===== src/rtl/ysyx_22050550_lsu.sv =====
// rtl/ysyx_22050550_lsu.sv - load/store stage: EXU handshake, single-outstanding memory port, load formatting
// Optional misaligned-access fault enabled by defining YSYX_22050550_LSU_MISALIGN_EN
module ysyx_22050550_lsu #(
  parameter int SIDE_W = 96
) (
  input  logic              clock,
  input  logic              reset,
  input  logic              io_EXLS_valid,
  output logic              io_EXLS_ready,
  input  logic [63:0]       io_EXLS_pc,
  input  logic [31:0]       io_EXLS_inst,
  input  logic [63:0]       io_EXLS_alures,
  input  logic [63:0]       io_EXLS_rs2,
  input  logic [2:0]        io_EXLS_func3,
  input  logic              io_EXLS_readflag,
  input  logic              io_EXLS_writeflag,
  input  logic              io_EXLS_wen,
  input  logic [4:0]        io_EXLS_waddr,
  input  logic [SIDE_W-1:0] io_EXLS_side,
  output logic              mem_req_valid,
  input  logic              mem_req_ready,
  output logic [63:0]       mem_req_addr,
  output logic              mem_req_wen,
  output logic [63:0]       mem_req_wdata,
  output logic [7:0]        mem_req_wmask,
  input  logic              mem_resp_valid,
  input  logic [63:0]       mem_resp_rdata,
  output logic              io_LSWB_valid,
  input  logic              io_ReadyWB_ready,
  output logic [63:0]       io_LSWB_pc,
  output logic [31:0]       io_LSWB_inst,
  output logic [63:0]       io_LSWB_alures,
  output logic              io_LSWB_readflag,
  output logic              io_LSWB_wen,
  output logic [4:0]        io_LSWB_waddr,
  output logic [SIDE_W-1:0] io_LSWB_side,
  output logic [63:0]       io_LSWB_lsures,
  output logic              io_LSWB_abort
);
  typedef enum logic [1:0] {S_IDLE, S_REQ, S_WAIT, S_OUT} state_e;
  state_e state_q, state_d;

  logic [63:0]       pc_q, alures_q, wdata_q, lsures_q, lsures_d;
  logic [31:0]       inst_q;
  logic [2:0]        func3_q;
  logic              readflag_q, store_q, wen_q, abort_q;
  logic [4:0]        waddr_q;
  logic [SIDE_W-1:0] side_q;
  logic [7:0]        wmask_q, mask_base, wmask_d;
  logic [63:0]       wdata_d, rdata_sh;
  logic [2:0]        off_in;
  logic              accept, mem_op, fault;

  assign io_EXLS_ready = (state_q == S_IDLE) && (!io_LSWB_valid || io_ReadyWB_ready);
  assign accept        = io_EXLS_valid && io_EXLS_ready;
  assign off_in        = io_EXLS_alures[2:0];
  assign mem_op        = io_EXLS_readflag || io_EXLS_writeflag;

  always_comb begin
    mask_base = 8'h00;
    case (io_EXLS_func3[1:0])
      2'b00:   mask_base = 8'h01;
      2'b01:   mask_base = 8'h03;
      2'b10:   mask_base = 8'h0F;
      default: mask_base = 8'hFF;
    endcase
  end

  // Lanes shifted past byte 7 fall off the top when misaligned accesses are let through.
  assign wmask_d = mask_base << off_in;
  assign wdata_d = io_EXLS_rs2 << {off_in, 3'b000};

`ifdef YSYX_22050550_LSU_MISALIGN_EN
  logic misalign;
  always_comb begin
    misalign = 1'b0;
    case (io_EXLS_func3[1:0])
      2'b01:   misalign = off_in[0];
      2'b10:   misalign = |off_in[1:0];
      2'b11:   misalign = |off_in;
      default: misalign = 1'b0;
    endcase
  end
  assign fault = mem_op && misalign;
`else
  assign fault = 1'b0;
`endif

  assign rdata_sh = mem_resp_rdata >> {alures_q[2:0], 3'b000};

  always_comb begin
    lsures_d = 64'h0;
    case (func3_q)
      3'b000: lsures_d = {{56{rdata_sh[7]}}, rdata_sh[7:0]};
      3'b001: lsures_d = {{48{rdata_sh[15]}}, rdata_sh[15:0]};
      3'b010: lsures_d = {{32{rdata_sh[31]}}, rdata_sh[31:0]};
      3'b011: lsures_d = rdata_sh;
      3'b100: lsures_d = {56'h0, rdata_sh[7:0]};
      3'b101: lsures_d = {48'h0, rdata_sh[15:0]};
      3'b110: lsures_d = {32'h0, rdata_sh[31:0]};
      default: lsures_d = 64'h0;
    endcase
  end

  always_comb begin
    state_d = state_q;
    case (state_q)
      S_IDLE: if (accept) begin
        if (mem_op && !fault) state_d = S_REQ;
        else                  state_d = S_OUT;
      end
      S_REQ:  if (mem_req_ready)    state_d = S_WAIT;
      S_WAIT: if (mem_resp_valid)   state_d = S_OUT;
      S_OUT:  if (io_ReadyWB_ready) state_d = S_IDLE;
      default: state_d = S_IDLE;
    endcase
  end

  always_ff @(posedge clock or posedge reset) begin
    if (reset) state_q <= S_IDLE;
    else       state_q <= state_d;
  end

  always_ff @(posedge clock or posedge reset) begin
    if (reset) begin
      pc_q       <= 64'h0;
      inst_q     <= 32'h0;
      alures_q   <= 64'h0;
      func3_q    <= 3'h0;
      readflag_q <= 1'b0;
      store_q    <= 1'b0;
      wen_q      <= 1'b0;
      waddr_q    <= 5'h0;
      side_q     <= '0;
      wdata_q    <= 64'h0;
      wmask_q    <= 8'h0;
      lsures_q   <= 64'h0;
      abort_q    <= 1'b0;
    end else if (accept) begin
      pc_q       <= io_EXLS_pc;
      inst_q     <= io_EXLS_inst;
      alures_q   <= io_EXLS_alures;
      func3_q    <= io_EXLS_func3;
      readflag_q <= io_EXLS_readflag;
      store_q    <= io_EXLS_writeflag && !io_EXLS_readflag;
      wen_q      <= io_EXLS_wen && !fault;
      waddr_q    <= io_EXLS_waddr;
      side_q     <= io_EXLS_side;
      wdata_q    <= wdata_d;
      wmask_q    <= wmask_d;
      lsures_q   <= 64'h0;
      abort_q    <= fault;
    end else if (state_q == S_WAIT && mem_resp_valid && readflag_q) begin
      lsures_q   <= lsures_d;
    end
  end

  assign mem_req_valid    = (state_q == S_REQ);
  assign mem_req_addr     = {alures_q[63:3], 3'b000};
  assign mem_req_wen      = store_q;
  assign mem_req_wdata    = wdata_q;
  assign mem_req_wmask    = wmask_q;
  assign io_LSWB_valid    = (state_q == S_OUT);
  assign io_LSWB_pc       = pc_q;
  assign io_LSWB_inst     = inst_q;
  assign io_LSWB_alures   = alures_q;
  assign io_LSWB_readflag = readflag_q;
  assign io_LSWB_wen      = wen_q;
  assign io_LSWB_waddr    = waddr_q;
  assign io_LSWB_side     = side_q;
  assign io_LSWB_lsures   = lsures_q;
  assign io_LSWB_abort    = abort_q;
endmodule


===== config.mk =====
export PLATFORM = sky130hd
export DESIGN_NAME = ysyx_22050550_lsu
export DESIGN_NICKNAME = d
export VERILOG_FILES = /design/src/rtl/ysyx_22050550_lsu.sv
export SDC_FILE = /design/constraint.sdc
export NUM_CORES = 1
export LEC_CHECK = 0
export CAP_MARGIN = 20
export CORE_AREA = 2 2 336 338
export CTS_CLUSTER_SIZE = 28
export DETAILED_ROUTE_END_ITERATION = 16
export DIE_AREA = 0 0 338 340
export MAX_ROUTING_LAYER = met4
export PLACE_DENSITY = 0.39
export SETUP_SLACK_MARGIN = 0.3
export SYNTH_ARGS = -nofsm -noshare
export SYNTH_HDL_FRONTEND = slang
export SYNTH_SLANG_ARGS = --single-unit

===== constraint.sdc =====
create_clock -name clock -period 19.65 [get_ports clock]
set_clock_uncertainty 0.2 [all_clocks]
set_input_delay 3.93 -clock clock [delete_from_list [all_inputs] [get_ports clock]]
set_output_delay 3.93 -clock clock [all_outputs]
set_load 0.02 [all_outputs]

==> results of run 1 <==
state kept, by name, indices dropped and copies added (netlist names), 2 cells and up:
signal / cells
state_q: 2
mem_req_wdata: 64
io_LSWB_side: 96
func3_q: 3
mem_req_wmask: 8
io_LSWB_lsures: 64
io_LSWB_inst: 32
io_LSWB_pc: 64
io_LSWB_waddr: 5
io_LSWB_alures: 64
layer usage:
metal	vias up	wire length, um	global-route usage, %
met3	106	7230	4.55
li1	8317	-	-
met4	0	2680	5.55
met2	580	48500	28.3
met1	8513	41100	20.7
met5	-	0	-
worst register-to-register path: cells and delay by family, from the launching register on:
kind                       cells  cell delay [ns]
buffers and inverters          4             2.37
adders and majority gates      1             0.25
and+or+nand+nor                3             0.88
DFF                            1             0.40
cells by family (layout without fill, tap and decap cells):
kind of cell    after synthesis  after routing  share of synthesized area, %
compound gates              254            254                          9.52
xor+xnor                      1              1                        0.0457
fa+ha+maj                     5              5                         0.326
buf+inv                     228           1005                          6.16
flops                       405            405                          52.8
mux                         145            145                          10.2
other cells                   1             22                        0.0195
simple gates               1028           1028                          20.9
through the flow:
step,util (%),total power [mW]
finish,27.5,5.17
global route,27.5,5.48
CTS,27.5,5.27
detailed placement,25.8,4.20
global placement,25.8,4.21
floorplan,-,2.82
Yosys cell counts, types with 4 or more instances:
cell / n / area (um2)
nand2_1: 905 / 3400
dfrtp_1: 405 / 10100
clkbuf_1: 96 / 360
mux2i_1: 88 / 881
buf_4: 70 / 526
o21ai_0: 65 / 325
nor2_1: 48 / 180
nand3_1: 40 / 200
mux4_2: 39 / 878
a21oi_1: 33 / 165
buf_2: 32 / 160
a22o_1: 31 / 272
inv_1: 21 / 78.8
o211ai_1: 20 / 150
mux2_2: 18 / 203
a221o_1: 14 / 140
o22ai_1: 12 / 75.1
o211ai_2: 11 / 138
a221oi_1: 8 / 70.1
a22oi_1: 8 / 60.1
o21a_1: 8 / 60.1
a211oi_1: 7 / 52.6
a21o_1: 7 / 52.6
a2bb2oi_1: 7 / 61.3
nor2b_1: 7 / 43.8
nor3_1: 7 / 35.0
ha_1: 5 / 62.6
nand2b_1: 5 / 31.3
o311ai_1: 5 / 43.8
buf_1: 4 / 15.0
o31ai_1: 4 / 30.0
path summary, 6_finish.rpt:
kind,slack [ns],depth (start not counted),end,startpoint
setup reg to reg,15.50,8,io_LSWB_pc[58],state_q[1]
max in group asynchronous,13.37,4,io_LSWB_alures[0],reset
hold reg to reg,0.27,2,io_LSWB_side[83],io_LSWB_side[83]
min in group asynchronous,3.61,2,io_LSWB_side[55],reset
setup / recovery,12.46,7,io_LSWB_pc[58],io_EXLS_valid
hold / removal,0.27,2,io_LSWB_side[83],io_LSWB_side[83]
power breakdown:
part	switching (mW)	total [mW]	internal, mW
Sequential	0.297	1.51	1.21
Combinational	1.51	2.63	1.12
Clock	0.422	1.02	0.600
Total	2.23	5.17	2.94
layout make-up:
| cell class | count | area [um2] |
|---|---|---|
| clock buffer | 80 | 1590 |
| fill | 11900 | 80900 |
| timing repair buffer | 885 | 8820 |
| sequential | 405 | 10100 |
| antenna | 18 | 45.0 |
| multi-input combinational | 1437 | 7900 |
| inverter | 22 | 90.1 |
| tap | 1500 | 1880 |
| clock inverter | 18 | 213 |
==> out/metrics.csv, run 1 <==
metric,value,unit
final_cell_mix,"nand2_1, clkdlybuf4s50_1, dfrtp_1",
fin_ws,12.46,ns
io_buffer_count,864,
overflow,0,
path_buf_inv,4,
grt_pass1_vias,18000,
ir_drop,81.5,uV
cts.sinks,405,
p_leak,13.6,nW
cts_root_buf,clkbuf_16,
core,112000,um2
clockBufferDepth,3,
grt_pass1_wl,139000,um
fp-row-count,123,
placed_cell_area,28800,um2
num_io_pins,869,
postCtsSetupRepairBufs,0,
cp_top_family,buffers and inverters,
crit_type,in2reg,
die-area,115000,um2
cp.required,20.02,ns
grt_antenna_before_repair,20,
drt_pass1_iterations,4,
totalWireLength,99600,um
pre_cts_ws,11.66,ns
syn-mean-instance-area,9.28,um2
status,"complete, no violations",
fin_tns_setup,0,ns
path_common_cell,buf_4,
hold_path_class,reg2reg,
dpl.hpwl,74900,um
hold_viol,0,
clk_pin_slew,0.06,ns
synth_warnings,0,
crit_chain,"clkdlybuf4s50_1, and2_4, buf_4, buf_4, buf_4, nand2_1, nand2_1",
critPathMaxFanout,74,
dpl.cell_count,4249,
fp.dieW,338,um
synth_cell_types,59,
viasPerCell,4.01,
drc,0,
area_delta_synth_final,60.0,%
layout.cell_area.non_filler,30700,um2
setup_viol,0,
slowest_delay,0.77,ns
cts_resized,0,
max_freq,0.139,GHz
fin_worst_hold_slack,0.269,ns
die_h,340,um
nets,3212,
htree_levels,2,
worstSetupEndpointType,flop,
critPathSlowestCell,buf_4,
cap_violations,0,
slew_viol_final,0,
synth_area,19200,um2
ys.flop_type,dfrtp_1,
grt_max_degree,187,
dr_total_vias,17500,
drtAntennaViolNets,0,
cp.arrival,7.57,ns
synthesis.instances,2067,
async_flop_share,100,%
worst_slew_pin_slew,1.08,ns
synth_edf_count,0,
seq_area_frac_synth,52.8,%
layout_commonest_cell,nand2_1,
initial_core_util,17.2,%
cts_tree,yes,
grt_usage,17.3,%
start_kind,input pin,
finalNonFillerCells,4365,
drive_above_1_share,6.78,%
place_congestion,0.839,
power_density,168,nW/um2
drt_iter0_markers,1068,
ctsHoldBuffers,0,
synth_seq_cells,405,
period_minus_slack,7.19,ns
cts_buffers,55,
rsz0062_at_grt,no,
drt-wirelength-per-cell,22.8,um
timing.final.crit_share,36.6,%
insertion_delay,0.63,ns
slew_headroom,27.9,%
(Power assumes the default switching activity.)
==> inputs of run 2 (changes only) <==
- CORE_AREA: 2 2 336 338 -> 2 2 333 335
- DIE_AREA: 0 0 338 340 -> 0 0 335 337
- PLACE_DENSITY: 0.39 -> 0.41
- clock period: 19.65 -> 6.1 ns (I/O delays scaled with it)
==> run 2 against run 1 <==
  * Utilization up 0.40 points
  * Non-clock buffer count grew 10
  * Setup slack got worse by 10 ns
  * Critical path type is now reg2out
  * Sequential share of layout area is 0.11 points higher
  * Global-route usage down 0.39 points
  * Routed wire length decreased by 2.9%
  * Total power grew to 3.2 times the previous value
  * Sequential power increased to 3.3 times the previous value
  * Largest cell class unchanged
==> out/metrics.csv, run 2 (same netlist as run 1, synthesis figures left out) <==
metric,value,unit
seq_power_share,29.9,%
final_cell_mix,"nand2_1, clkdlybuf4s50_1, dfrtp_1",
grt_pass1_vias,18100,
p_int,9.35,mW
pre_cts_ws,2.09,ns
drt-wirelength-per-cell,22.6,um
drc,0,
status,"complete, no violations",
clockPowerShare,18.6,%
critPathSlowestCell,dfrtp_4,
start_kind,flop,
viasPerCell,4.14,
timing.rr.start,io_LSWB_alures[1],
cts_buffers,52,
swShare,43.4,%
hold_viol,0,
grt_util_met1,20.9,%
critPathMaxFanout,51,
cap_violations,0,
cp.arrival,2.28,ns
p_switching,7.16,mW
cts_root_buf,clkbuf_16,
cts_resized,0,
hold_path_class,reg2reg,
grt_pass1_wl,135000,um
fin_ws,2.40,ns
grt_util_met3,4.24,%
largest_register_ffs,96,
grt_antenna_before_repair,12,
worstHoldPathCells,2,
ir_drop,312,uV
ctsHoldBuffers,0,
path_buf_inv,1,
max_freq,0.270,GHz
power_density,540,nW/um2
grt.busiest_layer,met2,
r2r_cells,6,
place_congestion,0.845,
grt_max_degree,161,
timing.rr.end,io_LSWB_lsures[55],
core,110000,um2
layout_commonest_cell,nand2_1,
cp.required,4.68,ns
timing.final.crit_share,60.7,%
crit_cells,1,
nets,3219,
crit_chain,clkdlybuf4s50_1,
setup_viol,0,
die-area,113000,um2
postCtsSetupRepairBufs,0,
clockBufferDepth,3,
worstSetupEndpointType,primary output,
layout.cell_area.non_filler,30600,um2
crit_type,reg2out,
reg2reg_slack,2.58,ns
drt_pass1_iterations,6,
fp-row-count,122,
cp-startpoint,io_LSWB_alures[0],
slew_headroom,31.7,%
cp_top_family,flip-flops,
initial_core_util,17.5,%
fin_worst_hold_slack,0.269,ns
overflow,0,
htree_levels,2,
area_delta_synth_final,59.4,%
slowest_delay,0.90,ns
worst_slew_pin_slew,1.02,ns
nFillCells,11700,
grt_usage,16.9,%
fin_util,27.9,%
clk_pin_slew,0.06,ns
fp.dieW,335,um
drive_above_1_share,6.77,%
crit_end,io_LSWB_alures[0],
rsz0062_at_grt,no,
drtAntennaViolNets,0,
io_buffer_count,864,
dpl.hpwl,73800,um
dr_total_vias,17700,
cts.sinks,405,
period_minus_slack,3.70,ns
die_h,337,um
insertion_delay,0.63,ns
placed_cell_area,28900,um2
cts_tree,yes,
p_leak,13.6,nW
totalWireLength,96700,um
drt_iter0_markers,1146,
p_comb_share,51.5,%
slew_viol_final,0,
use_met2,27.3,%
num_io_pins,869,
==> run 2: cell count changes in the layout (fill, tap and decap cells not counted), moves of 3 or more <==
| cell | delta |
|---|---|
| buf_4 | +4 |
| clkbuf_16 | -3 |
| buf_12 | +6 |
| clkbuf_8 | +4 |
| diode_2 | -9 |
| clkinv_8 | +3 |
| clkinv_2 | -4 |
==> run 2: how the worst min path moves through the flow <==
stage / end / slack [ns] / startpoint
after floorplan: state_q[0] / 0.33 / state_q[0]
after global placement: mem_req_wen / 0.25 / mem_req_wen
after detailed placement: io_LSWB_side[89] / 0.26 / io_LSWB_side[89]
after CTS: io_LSWB_side[89] / 0.27 / io_LSWB_side[89]
after global routing: io_LSWB_pc[23] / 0.29 / io_LSWB_pc[23]
final: io_LSWB_pc[23] / 0.27 / io_LSWB_pc[23]
==> run 2: metrics by stage <==
step                      total power [mW]  TNS (ns)  cells
after floorplan                       9.08   -314.16   2070
after global placement                13.6         0   4184
after detailed placement              13.6         0   4184
after CTS                             16.8         0   4275
after global routing                  17.5         0   4285
final                                 16.5         0   4285
==> run 2: routing by layer <==
| metal | share of wire, % | up-vias |
|---|---|---|
| met5 | 0 | - |
| met4 | 2.6 | 0 |
| met3 | 7.1 | 100 |
| met2 | 49 | 642 |
| met1 | 42 | 8691 |
| li1 | - | 8296 |
==> run 2: final cells by class <==
class | count | area, um2 | share of cell area, %
Antenna cell | 9 | 22.5 | 0.0736
Clock buffer | 83 | 1580 | 5.16
Clock inverter | 8 | 101 | 0.331
Inverter | 22 | 86.3 | 0.282
Multi-Input combinational cell | 1437 | 7900 | 25.8
Sequential cell | 405 | 10100 | 33.2
Tap cell | 1426 | 1780 | 5.83
Timing Repair Buffer | 895 | 8970 | 29.3
==> run 2: power by group through the flow <==
stage,combinational [mW],sequential (mW),clock (mW)
after CTS,8.64,4.95,3.20
after detailed placement,8.63,4.96,0
after global placement,8.64,4.96,0
final,8.50,4.93,3.08
after global routing,9.09,5.10,3.30
after floorplan,3.02,6.06,0
